### config.mk
export PLATFORM = sky130hd
export DESIGN_NAME = led_tx_engine_flat
export DESIGN_NICKNAME = d
export VERILOG_FILES = /design/src/rtl/led_tx_engine_pkg.sv /design/src/rtl/led_tx_engine_if.sv /design/src/rtl/led_tx_engine_ws2812_bit_enc.sv /design/src/rtl/led_tx_engine.sv /design/src/flat_wrapper.sv
export SDC_FILE = /design/constraint.sdc
export NUM_CORES = 1
export LEC_CHECK = 0
export BUFFER_PORTS_ARGS = -buffer_cell sky130_fd_sc_hd__buf_2
export CORE_MARGIN = 2
export CORE_UTILIZATION = 57
export CTS_BUF_LIST = sky130_fd_sc_hd__clkbuf_2 sky130_fd_sc_hd__clkbuf_4 sky130_fd_sc_hd__clkbuf_8
export DETAILED_ROUTE_END_ITERATION = 16
export PLACE_DENSITY = 0.79
export SLEW_MARGIN = 20
export SYNTH_ARGS = -nofsm -noshare
export SYNTH_HDL_FRONTEND = slang
export SYNTH_SLANG_ARGS = --single-unit
export TNS_END_PERCENT = 20
### constraint.sdc
create_clock -name clk -period 5.6 [get_ports clk]
set_input_delay 0.56 -clock clk [delete_from_list [all_inputs] [get_ports clk]]
set_output_delay 0.56 -clock clk [all_outputs]
set_load 0.05 [all_outputs]
### src/rtl/led_tx_engine_pkg.sv
// Shared constants for the LED transmitter.
// Holds the FSM state encoding, the default WS2812 timing for a 50 MHz clk,
// and the number of bits in one GRB pixel.
package led_tx_engine_pkg;

    localparam int PIXEL_BITS = 24;

    // 400 ns / 800 ns high, 1.26 us period, 50 us latch gap at 50 MHz
    localparam int DEF_T0H    = 20;
    localparam int DEF_T1H    = 40;
    localparam int DEF_TBIT   = 63;
    localparam int DEF_TRESET = 2500;

    localparam logic [1:0] ST_IDLE  = 2'd0;
    localparam logic [1:0] ST_FETCH = 2'd1;
    localparam logic [1:0] ST_SHIFT = 2'd2;
    localparam logic [1:0] ST_LATCH = 2'd3;

endpackage

### src/rtl/led_tx_engine_if.sv
// Wishbone read-master bus between led_tx_engine and the frame buffer.
// master: address/writedata/strobe/cycle/write out, readdata/ack in.
// slave : the mirror image.
interface led_tx_engine_if #(
    parameter int ADDR_WIDTH = 32,
    parameter int DATA_WIDTH = 32
);
    logic [ADDR_WIDTH-1:0] wbm_address;
    logic [DATA_WIDTH-1:0] wbm_writedata;
    logic [DATA_WIDTH-1:0] wbm_readdata;
    logic                  wbm_strobe;
    logic                  wbm_cycle;
    logic                  wbm_write;
    logic                  wbm_ack;

    modport master (
        output wbm_address, wbm_writedata, wbm_strobe, wbm_cycle, wbm_write,
        input  wbm_readdata, wbm_ack
    );

    modport slave (
        input  wbm_address, wbm_writedata, wbm_strobe, wbm_cycle, wbm_write,
        output wbm_readdata, wbm_ack
    );
endinterface

### src/rtl/led_tx_engine_ws2812_bit_enc.sv
// One-bit NRZ encoder for WS2812-style LEDs.
// Ports: clk, reset (async, active-low); start loads bit_in and begins a
// TBIT-clock period; led_dout is high for T0H/T1H clocks from counter 0;
// bit_done pulses in the last clock of the period.  Asserting start in the
// bit_done cycle chains bits with no gap.
module ws2812_bit_enc #(
    parameter int T0H  = 20,
    parameter int T1H  = 40,
    parameter int TBIT = 63
) (
    input  logic clk,
    input  logic reset,
    input  logic start,
    input  logic bit_in,
    output logic led_dout,
    output logic bit_done
);
    localparam int            CW   = $clog2(TBIT);
    localparam logic [CW-1:0] LAST = CW'(TBIT - 1);
    localparam logic [CW-1:0] HI0  = CW'(T0H);
    localparam logic [CW-1:0] HI1  = CW'(T1H);

    logic [CW-1:0] cnt;
    logic          active;
    logic          bit_q;

    always_ff @(posedge clk or negedge reset) begin
        if (!reset) begin
            cnt    <= '0;
            active <= 1'b0;
            bit_q  <= 1'b0;
        end else if (start) begin
            cnt    <= '0;
            active <= 1'b1;
            bit_q  <= bit_in;
        end else if (active) begin
            if (cnt == LAST) begin
                active <= 1'b0;
                cnt    <= '0;
            end else begin
                cnt <= cnt + CW'(1);
            end
        end
    end

    assign led_dout = active && (cnt < (bit_q ? HI1 : HI0));
    assign bit_done = active && (cnt == LAST);

endmodule

### src/rtl/led_tx_engine.sv
// Serial LED frame transmitter.
// On a led_tx pulse, reads NLEDS GRB words starting at buf_id*NLEDS over
// Wishbone (one outstanding read, next pixel prefetched during bit 0 of the
// current one) and shifts them out MSB first on led_dout, then holds the line
// low for TRESET clocks and pulses led_tx_done.
// Ports: clk, reset (async, active-low), wb (Wishbone master modport),
// led_tx_buf_id/led_tx (start request), led_tx_done, led_dout.
//
//   state    | meaning
//   ---------+-------------------------------------------------------
//   ST_IDLE  | waiting for led_tx
//   ST_FETCH | reading pixel 0, line low
//   ST_SHIFT | sending bits; stall flag set while waiting on a late read
//   ST_LATCH | line low for TRESET clocks, then done pulse
module led_tx_engine
    import led_tx_engine_pkg::*;
#(
    parameter int ADDR_WIDTH = 32,
    parameter int DATA_WIDTH = 32,
    parameter int NLEDS      = 64,
    parameter int T0H        = DEF_T0H,
    parameter int T1H        = DEF_T1H,
    parameter int TBIT       = DEF_TBIT,
    parameter int TRESET     = DEF_TRESET
) (
    input  logic                  clk,
    input  logic                  reset,
    led_tx_engine_if.master       wb,
    input  logic [DATA_WIDTH-1:0] led_tx_buf_id,
    input  logic                  led_tx,
    output logic                  led_tx_done,
    output logic                  led_dout
);
    localparam logic [ADDR_WIDTH-1:0] LAST_PIX   = ADDR_WIDTH'(NLEDS - 1);
    localparam logic [4:0]            LAST_BIT   = 5'(PIXEL_BITS - 1);
    localparam int                    LCW        = $clog2(TRESET + 1);
    localparam logic [LCW-1:0]        LATCH_LOAD = LCW'(TRESET - 1);

    logic [1:0]            state;
    logic [ADDR_WIDTH-1:0] base;
    logic [ADDR_WIDTH-1:0] pix_idx;
    logic [ADDR_WIDTH-1:0] address;
    logic [ADDR_WIDTH-1:0] new_base;
    logic                  cyc;
    logic [4:0]            bit_idx;
    logic [PIXEL_BITS-1:0] shift_reg;
    logic [PIXEL_BITS-1:0] hold_reg;
    logic [PIXEL_BITS-1:0] word;
    logic                  hold_valid;
    logic                  stall;
    logic                  done;
    logic [LCW-1:0]        latch_cnt;
    logic                  ack_now;
    logic                  last_pix;
    logic                  last_bit;
    logic                  load_word;
    logic                  enc_start;
    logic                  enc_bit;
    logic                  bit_done;
    logic                  unused_bits;

    assign new_base = ADDR_WIDTH'(led_tx_buf_id) * ADDR_WIDTH'(NLEDS);
    assign ack_now  = cyc && wb.wbm_ack;
    assign last_pix = (pix_idx == LAST_PIX);
    assign last_bit = bit_done && (bit_idx == LAST_BIT);

    // The top byte of a pixel word carries nothing for a GRB strip.
    assign unused_bits = ^wb.wbm_readdata[DATA_WIDTH-1:PIXEL_BITS];

    // load_word: a fresh pixel enters the shifter this cycle, either from the
    // holding register or straight off the bus when the read lands late.
    always_comb begin
        load_word = 1'b0;
        word      = wb.wbm_readdata[PIXEL_BITS-1:0];
        enc_start = 1'b0;
        enc_bit   = 1'b0;
        case (state)
            ST_FETCH: load_word = ack_now;
            ST_SHIFT: begin
                if ((last_bit || stall) && !last_pix) begin
                    if (hold_valid) begin
                        load_word = 1'b1;
                        word      = hold_reg;
                    end else begin
                        load_word = ack_now;
                    end
                end
            end
            default: ;
        endcase
        if (load_word) begin
            enc_start = 1'b1;
            enc_bit   = word[PIXEL_BITS-1];
        end else if (state == ST_SHIFT && bit_done && !last_bit) begin
            enc_start = 1'b1;
            enc_bit   = shift_reg[PIXEL_BITS-2];
        end
    end

    always_ff @(posedge clk or negedge reset) begin
        if (!reset) begin
            state      <= ST_IDLE;
            base       <= '0;
            pix_idx    <= '0;
            address    <= '0;
            cyc        <= 1'b0;
            bit_idx    <= '0;
            shift_reg  <= '0;
            hold_reg   <= '0;
            hold_valid <= 1'b0;
            stall      <= 1'b0;
            done       <= 1'b0;
            latch_cnt  <= '0;
        end else begin
            done <= 1'b0;
            if (ack_now) cyc <= 1'b0;
            case (state)
                ST_IDLE: begin
                    // done still high means this is the completion cycle itself
                    if (led_tx && !done) begin
                        base       <= new_base;
                        address    <= new_base;
                        cyc        <= 1'b1;
                        pix_idx    <= '0;
                        bit_idx    <= '0;
                        hold_valid <= 1'b0;
                        stall      <= 1'b0;
                        state      <= ST_FETCH;
                    end
                end
                ST_FETCH: begin
                    if (load_word) begin
                        shift_reg <= word;
                        bit_idx   <= '0;
                        state     <= ST_SHIFT;
                    end
                end
                ST_SHIFT: begin
                    if (load_word) begin
                        shift_reg  <= word;
                        bit_idx    <= '0;
                        pix_idx    <= pix_idx + ADDR_WIDTH'(1);
                        stall      <= 1'b0;
                        hold_valid <= 1'b0;
                    end else if (bit_done) begin
                        if (!last_bit) begin
                            shift_reg <= {shift_reg[PIXEL_BITS-2:0], 1'b0};
                            bit_idx   <= bit_idx + 5'd1;
                        end else if (last_pix) begin
                            latch_cnt <= LATCH_LOAD;
                            state     <= ST_LATCH;
                        end else begin
                            stall <= 1'b1;
                        end
                    end
                    if (ack_now && !load_word) begin
                        hold_reg   <= wb.wbm_readdata[PIXEL_BITS-1:0];
                        hold_valid <= 1'b1;
                    end
                    // Prefetch the next pixel once per pixel, during its bit 0.
                    if (!cyc && !hold_valid && bit_idx == '0 && pix_idx < LAST_PIX) begin
                        cyc     <= 1'b1;
                        address <= base + pix_idx + ADDR_WIDTH'(1);
                    end
                end
                ST_LATCH: begin
                    if (latch_cnt == '0) begin
                        done  <= 1'b1;
                        state <= ST_IDLE;
                    end else begin
                        latch_cnt <= latch_cnt - LCW'(1);
                    end
                end
                default: state <= ST_IDLE;
            endcase
        end
    end

    ws2812_bit_enc #(
        .T0H  (T0H),
        .T1H  (T1H),
        .TBIT (TBIT)
    ) u_bit_enc (
        .clk      (clk),
        .reset    (reset),
        .start    (enc_start),
        .bit_in   (enc_bit),
        .led_dout (led_dout),
        .bit_done (bit_done)
    );

    assign wb.wbm_address   = address;
    assign wb.wbm_writedata = '0;
    assign wb.wbm_strobe    = cyc;
    assign wb.wbm_cycle     = cyc;
    assign wb.wbm_write     = 1'b0;
    assign led_tx_done      = done;

endmodule

### src/flat_wrapper.sv
// flat-port wrapper written by rule: the top's interface ports become plain ports
module led_tx_engine_flat import led_tx_engine_pkg::*;
#(
    parameter int ADDR_WIDTH = 32,
    parameter int DATA_WIDTH = 32,
    parameter int NLEDS      = 64,
    parameter int T0H        = DEF_T0H,
    parameter int T1H        = DEF_T1H,
    parameter int TBIT       = DEF_TBIT,
    parameter int TRESET     = DEF_TRESET
)
  (clk, reset, led_tx_buf_id, led_tx, led_tx_done, led_dout, wb_wbm_address, wb_wbm_writedata, wb_wbm_strobe, wb_wbm_cycle, wb_wbm_write, wb_wbm_readdata, wb_wbm_ack);
  led_tx_engine_if #(.ADDR_WIDTH(ADDR_WIDTH), .DATA_WIDTH(DATA_WIDTH)) wb_i ();
  input  logic clk;
  input  logic reset;
  input  logic [DATA_WIDTH-1:0] led_tx_buf_id;
  input  logic led_tx;
  output logic led_tx_done;
  output logic led_dout;
  output wire logic [$bits(wb_i.wbm_address)-1:0] wb_wbm_address;
  output wire logic [$bits(wb_i.wbm_writedata)-1:0] wb_wbm_writedata;
  output wire logic [$bits(wb_i.wbm_strobe)-1:0] wb_wbm_strobe;
  output wire logic [$bits(wb_i.wbm_cycle)-1:0] wb_wbm_cycle;
  output wire logic [$bits(wb_i.wbm_write)-1:0] wb_wbm_write;
  input wire logic [$bits(wb_i.wbm_readdata)-1:0] wb_wbm_readdata;
  input wire logic [$bits(wb_i.wbm_ack)-1:0] wb_wbm_ack;
  assign wb_wbm_address = wb_i.wbm_address;
  assign wb_wbm_writedata = wb_i.wbm_writedata;
  assign wb_wbm_strobe = wb_i.wbm_strobe;
  assign wb_wbm_cycle = wb_i.wbm_cycle;
  assign wb_wbm_write = wb_i.wbm_write;
  assign wb_i.wbm_readdata = wb_wbm_readdata;
  assign wb_i.wbm_ack = wb_wbm_ack;
  led_tx_engine #(.ADDR_WIDTH(ADDR_WIDTH), .DATA_WIDTH(DATA_WIDTH), .NLEDS(NLEDS), .T0H(T0H), .T1H(T1H), .TBIT(TBIT), .TRESET(TRESET)) u_core (.clk(clk), .reset(reset), .wb(wb_i), .led_tx_buf_id(led_tx_buf_id), .led_tx(led_tx), .led_tx_done(led_tx_done), .led_dout(led_dout));
endmodule
== After elaboration in Yosys (flattened, before gate mapping) ==
Index checks and enable logic that the tools add are counted.
Word-level totals
  flip-flop bits (word level): 168
  input port bits: 68
  logic and storage cells: 144
Operators by class
  add/sub/neg operators: 6
  magnitude comparators: 2
  eq/ne operators: 21
  multiplexer cells: 63
  reduce and logical (&&, ||, !) cells: 37
Operators by type and width (number)
  $mux 32: 4
  $pmux 32 s2: 2
  $mux 23: 4
  $mux 24: 3
  $add 32x1->32 const B: 2
  $mux 12: 5
  $pmux 23 s2: 1
  $add 32x32->32: 1
  $eq 32x6->1 const B: 1
  $lt 32x6->1 const B: 1
  $mux 5: 5
  $mux 6: 4
  $pmux 12 s2: 1
  $mux 1: 21
  $pmux 5 s3: 1
  $mux 2: 7
  $ne 2x1->1 const B: 7
  $logic_and 1x1->1: 12
  $logic_not 12->1: 1
  $sub 12x1->12 const B: 1
  $reduce_and 5->1: 2
  $reduce_and 3->1: 3
  $pmux 1 s2: 4
  $pmux 2 s4: 1
  other kinds (21): 35

== Logic depth before layout (Yosys ltp) ==
  word-level depth: 11
  gate-level depth with buffers: 12
  depth with buffers taken out: 10

== Modules after synthesis ==
From an unflattened synthesis, not the netlist that was laid out.
Unflattened totals
  cells, all modules: 1023
  area, all modules: 9878.2 um^2
Modules (own cells, without submodules)
  led_tx_engine: instances 1, cells an instance 965, area each 9351.5 um^2, sequential area each 4003.8 um^2
  ws2812_bit_enc: instances 1, cells an instance 58, area each 526.8 um^2, sequential area each 200.2 um^2

== Worst setup path after synthesis ==
No wires, ideal clock.
  path type: flip-flop to flip-flop
  start: reg u_core.pix_idx[0]
  end: reg u_core.pix_idx[29]
  library setup time: 132 ps
  arrival time: 2349 ps
  required time: 5468 ps
  path slack: 3119 ps
  cell stages (with the launch flop): 11
  path buffers: 1
  cells stage by stage: dfrtp_1 ha_1 nand3_1 or2_2 o311a_1 o211a_1 and4_1 clkbuf_1 nand4_1 xor2_1 nor2_1
Between the ends
  word-level cells in the longest chain between the ends: 7
Ends and longest elaborated chain
  from (decl): RTL line led_tx_engine.sv:41  | logic [ADDR_WIDTH-1:0] pix_idx;
  from (signal assigned): RTL line led_tx_engine.sv:142  | pix_idx <= pix_idx + ADDR_WIDTH'(1);
  parallel branches: the longest is 7 deep, another holds $add 32x1->32
Several ways; the timed one is not identified. The select of a mux whose other input is x is not followed.
A chain may end at the register's enable or synchronous reset.

== Final worst setup path ==
  start: reg u_core.state[0]
  end: reg u_core.pix_idx[30]
Between the ends
  word-level cells in the longest chain between the ends: 4
Ends and longest elaborated chain
  from (decl): RTL line led_tx_engine.sv:39  | logic [1:0] state;
  from (signal assigned): RTL line led_tx_engine.sv:102  | state <= ST_IDLE;
  from (signal assigned): RTL line led_tx_engine.sv:128  | state <= ST_FETCH;
  from (signal assigned): RTL line led_tx_engine.sv:135  | state <= ST_SHIFT;
  $eq 2x2->1 or $eq 2x1->1 (tied branches): RTL line led_tx_engine.sv:77, led_tx_engine.sv:117
  $pmux 1 s2: RTL line led_tx_engine.sv:77  | case (state)
  $ne 2x1->1 (no source line)
  $reduce_and 3->1 (no source line)
Parallel ways exist; a longest one is shown, timed or not.

==> run_results.csv <==
group,metric,value,unit
run_status,status,"finished clean",
yosys,yosysSeqAreaShare,0.431,
timing,whs,0.0922,ns
yosys,synth_commonest_cells,"dfrtp_1 (168), nand2_1 (113), nor2_1 (101), o21ai_0 (87), a21oi_1 (74)",
cts,hold_buffers,0,
cts,cts_buffer_depth,2,
pwr,ir_drop,164,uV
detailed_routing,viasPerCell,5.79,
layout,syn_to_final_growth,9.29,%
global_route,grt_max_degree,80,
cts,clkTransAtPathRegs,0.10,ns
timing,worst_pin_slew,0.797,ns
place,globalplace.congestion,0.940,
yosys,yosysMostFrequentCell,"dfrtp_1",
floorplanning,initial_core_util,0.586,
layout,stdcell_area,10700,um^2
pwr,finalPower,2.22,mW
setup_path,cp-start-kind,"flop",
setup_path,end_kind,"flop",
flow_run,maxCapViolCount,0,
layout,antenna_cells,0,
cts,cts.htree.levels,4,
timing,setup_ws,2.28,ns
setup_path,rrSetupSlack,2.28,ns
floorplanning,core-area,16600,um^2
global_route,antenna_found_initial,0,
floorplanning,num_io_pins,137,
cts,insertion_delay,0.48,ns
timing,rsz0062_at_grt,"no",
detailed_routing,vias,7796,
yosys,synth_mux_area_frac,0.103,
global_route,grt_overflow_total,0,
setup_path,cp_max_fo,22,
layout,fin_util,0.641,
place,placed_area,10300,um^2
min_path,hold_path.class,"input port to asynchronous set/reset pin",
cts,cts_tree,"yes",
detailed_routing,drt_iter0_markers,567,
layout,nNetsFinal,1220,
timing,fmax,301,MHz
yosys,synth_warnings,0,
timing,relSlewSlack,0.468,
setup_path,critPathArrivalTime,3.71,ns
timing,setup_viol,0,
yosys,synthArstFlopShare,1.00,
floorplanning,die_y,135,um
detailed_routing,wl_per_cell,16.0,um
yosys,synth-seq-cells,168,
cts,cts.sinks,168,
setup_path,criticalPathCategory,"flop to flop",
layout,finalNonFillerCells,1347,
global_route,grt_pass1_vias,7337,
yosys,synth_compound_area_frac,0.157,
yosys,synth_adder_area_share,0.0487,
timing,finalCriticalPeriod,3.32,ns
detailed_routing,routed_wl,21600,um
timing,drv_slew,0,
yosys,synthFlopType,"dfrtp_1",
yosys,synth_top_family_by_area,"simple AND/OR/NAND/NOR gates",
cts,post_cts_resized,0,
layout,drive_above_1_share,0.177,
yosys,synth-simple-area-share,0.164,
timing,fin_skew,0.0145,ns
timing,hold_viol,0,
detailed_routing,ant_nets,0,
global_route,grt.total_usage,0.248,
setup_path,required,5.99,ns
floorplanning,die_area,18200,um^2
pwr,power.leakage,5.23,nW
timing,finalCritPeriodShare,0.592,
yosys,synthCells,1041,
pwr,power.density,208,nW/um^2
cts,cts-buffers-inserted,17,
global_route,grt_pass1_wl,36200,um
yosys,synthesis.area,9760,um^2
floorplanning,die_w,135,um
place,dp_cells,1315,
timing,fin_setup_tns,0,ns
yosys,synth_edf_count,0,
yosys,ys_types,67,
cts,cts_setup_buffers,0,
detailed_routing,dr.pass1.iters,5,
floorplanning,rows,47,
yosys,yosys.area.top_type,"dfrtp_1",
yosys,synth_xor_area_frac,0.0431,
place,dpl_worst_slack,2.32,ns
cts,cts-root-buf,"clkbuf_8",
detailed_routing,drc,0,
place,io_buffers,89,
yosys,synth_area_leaders,"dfrtp_1 (43%), mux2_2 (6.1%), ha_1 (4.9%)",
place,dp_hpwl,15000,um
yosys,syn_area_per_cell,9.37,um^2
yosys,yosysTopAreaCellShare,0.431,
[cell usage in the layout, fill, tap and decap left out, types with 3 or more instances in the layout]
cell type | synthesis | layout
and3_1 | 18 | 17
a311oi_1 | 3 | 3
o21ai_1 | 5 | 5
buf_4 | 35 | 11
nand3_1 | 21 | 21
a211oi_1 | 8 | 8
nor3_1 | 15 | 15
or3_1 | 9 | 9
a21oi_1 | 74 | 74
o21ai_0 | 87 | 86
clkinv_4 | 0 | 3
o211ai_1 | 6 | 6
conb_1 | 1 | 33
ha_1 | 38 | 37
nor2b_1 | 3 | 3
o31ai_1 | 11 | 11
nor4_1 | 7 | 7
nand4_1 | 16 | 16
nand2_1 | 113 | 113
clkbuf_8 | 0 | 17
mux2i_1 | 41 | 41
and2_1 | 8 | 8
inv_1 | 20 | 20
nor2_1 | 101 | 100
dfrtp_1 | 168 | 168
inv_6 | 0 | 6
a21o_1 | 8 | 8
a31oi_1 | 9 | 9
and4_1 | 7 | 7
nand2b_1 | 8 | 8
o21bai_1 | 5 | 5
a22o_1 | 4 | 4
buf_2 | 12 | 88
o21a_1 | 8 | 8
mux2_2 | 53 | 53
or4_1 | 4 | 4
xnor2_1 | 13 | 13
xor2_1 | 35 | 35
[layer usage]
layer / track usage / wire length (um) / up-vias / part of all wire
met3: 0.0439 / 1170 / 25 / 0.054
met1: 0.354 / 10300 / 3731 / 0.48
li1: - / - / 3796 / -
met4: 0.0743 / 306 / 0 / 0.014
met2: 0.389 / 9860 / 244 / 0.46
met5: 0 / 0 / - / 0
[power breakdown]
part	internal (mW)	switching (mW)	total (mW)
Combinational	0.0230	0.0899	0.113
Sequential	1.21	0	1.21
Clock	0.404	0.490	0.895
[worst max-delay path: stages, from the launching register on]
cell,delay [ns]
dfrtp_1,0.42
inv_1,0.11
ha_2,0.19
inv_1,0.33
buf_4,0.36
o21ai_1,0.13
buf_4,0.25
and3_1,0.41
nand4_1,0.43
or3_1,0.45
a21oi_1,0.15
[cell families (layout without fill, tap and decap cells)]
family | count (synthesis) | in the layout
simple gates | 342 | 342
flops | 168 | 168
mux | 94 | 94
xor+xnor | 48 | 48
other cells | 1 | 33
buf+inv | 98 | 152
compound gates | 252 | 252
fa+ha+maj | 38 | 38
[layout make-up]
type / count / area [um^2]
well taps: 220 / 275
fillers: 1403 / 5980
clock inverters: 15 / 164
flip-flops and latches: 168 / 4200
inverters: 20 / 75.1
multi-input cells: 807 / 5170
repair buffers: 100 / 534
clock buffers: 17 / 234
[worst paths after layout]
check | from | endpoint | cells past startpoint
max | u_core.state[0] | u_core.pix_idx[30] | 10
min | reset | u_core.wb.wbm_address[24] | 1
max reg2reg | u_core.state[0] | u_core.pix_idx[30] | 10
min reg2reg | u_core.wb.wbm_address[3] | u_core.wb.wbm_address[3] | 2
max in group asynchronous | reset | u_core.pix_idx[25] | 2
min in group clk | wb_wbm_readdata[9] | u_core.hold_reg[9] | 2
No activity file was read; power rests on OpenSTA's default activity.
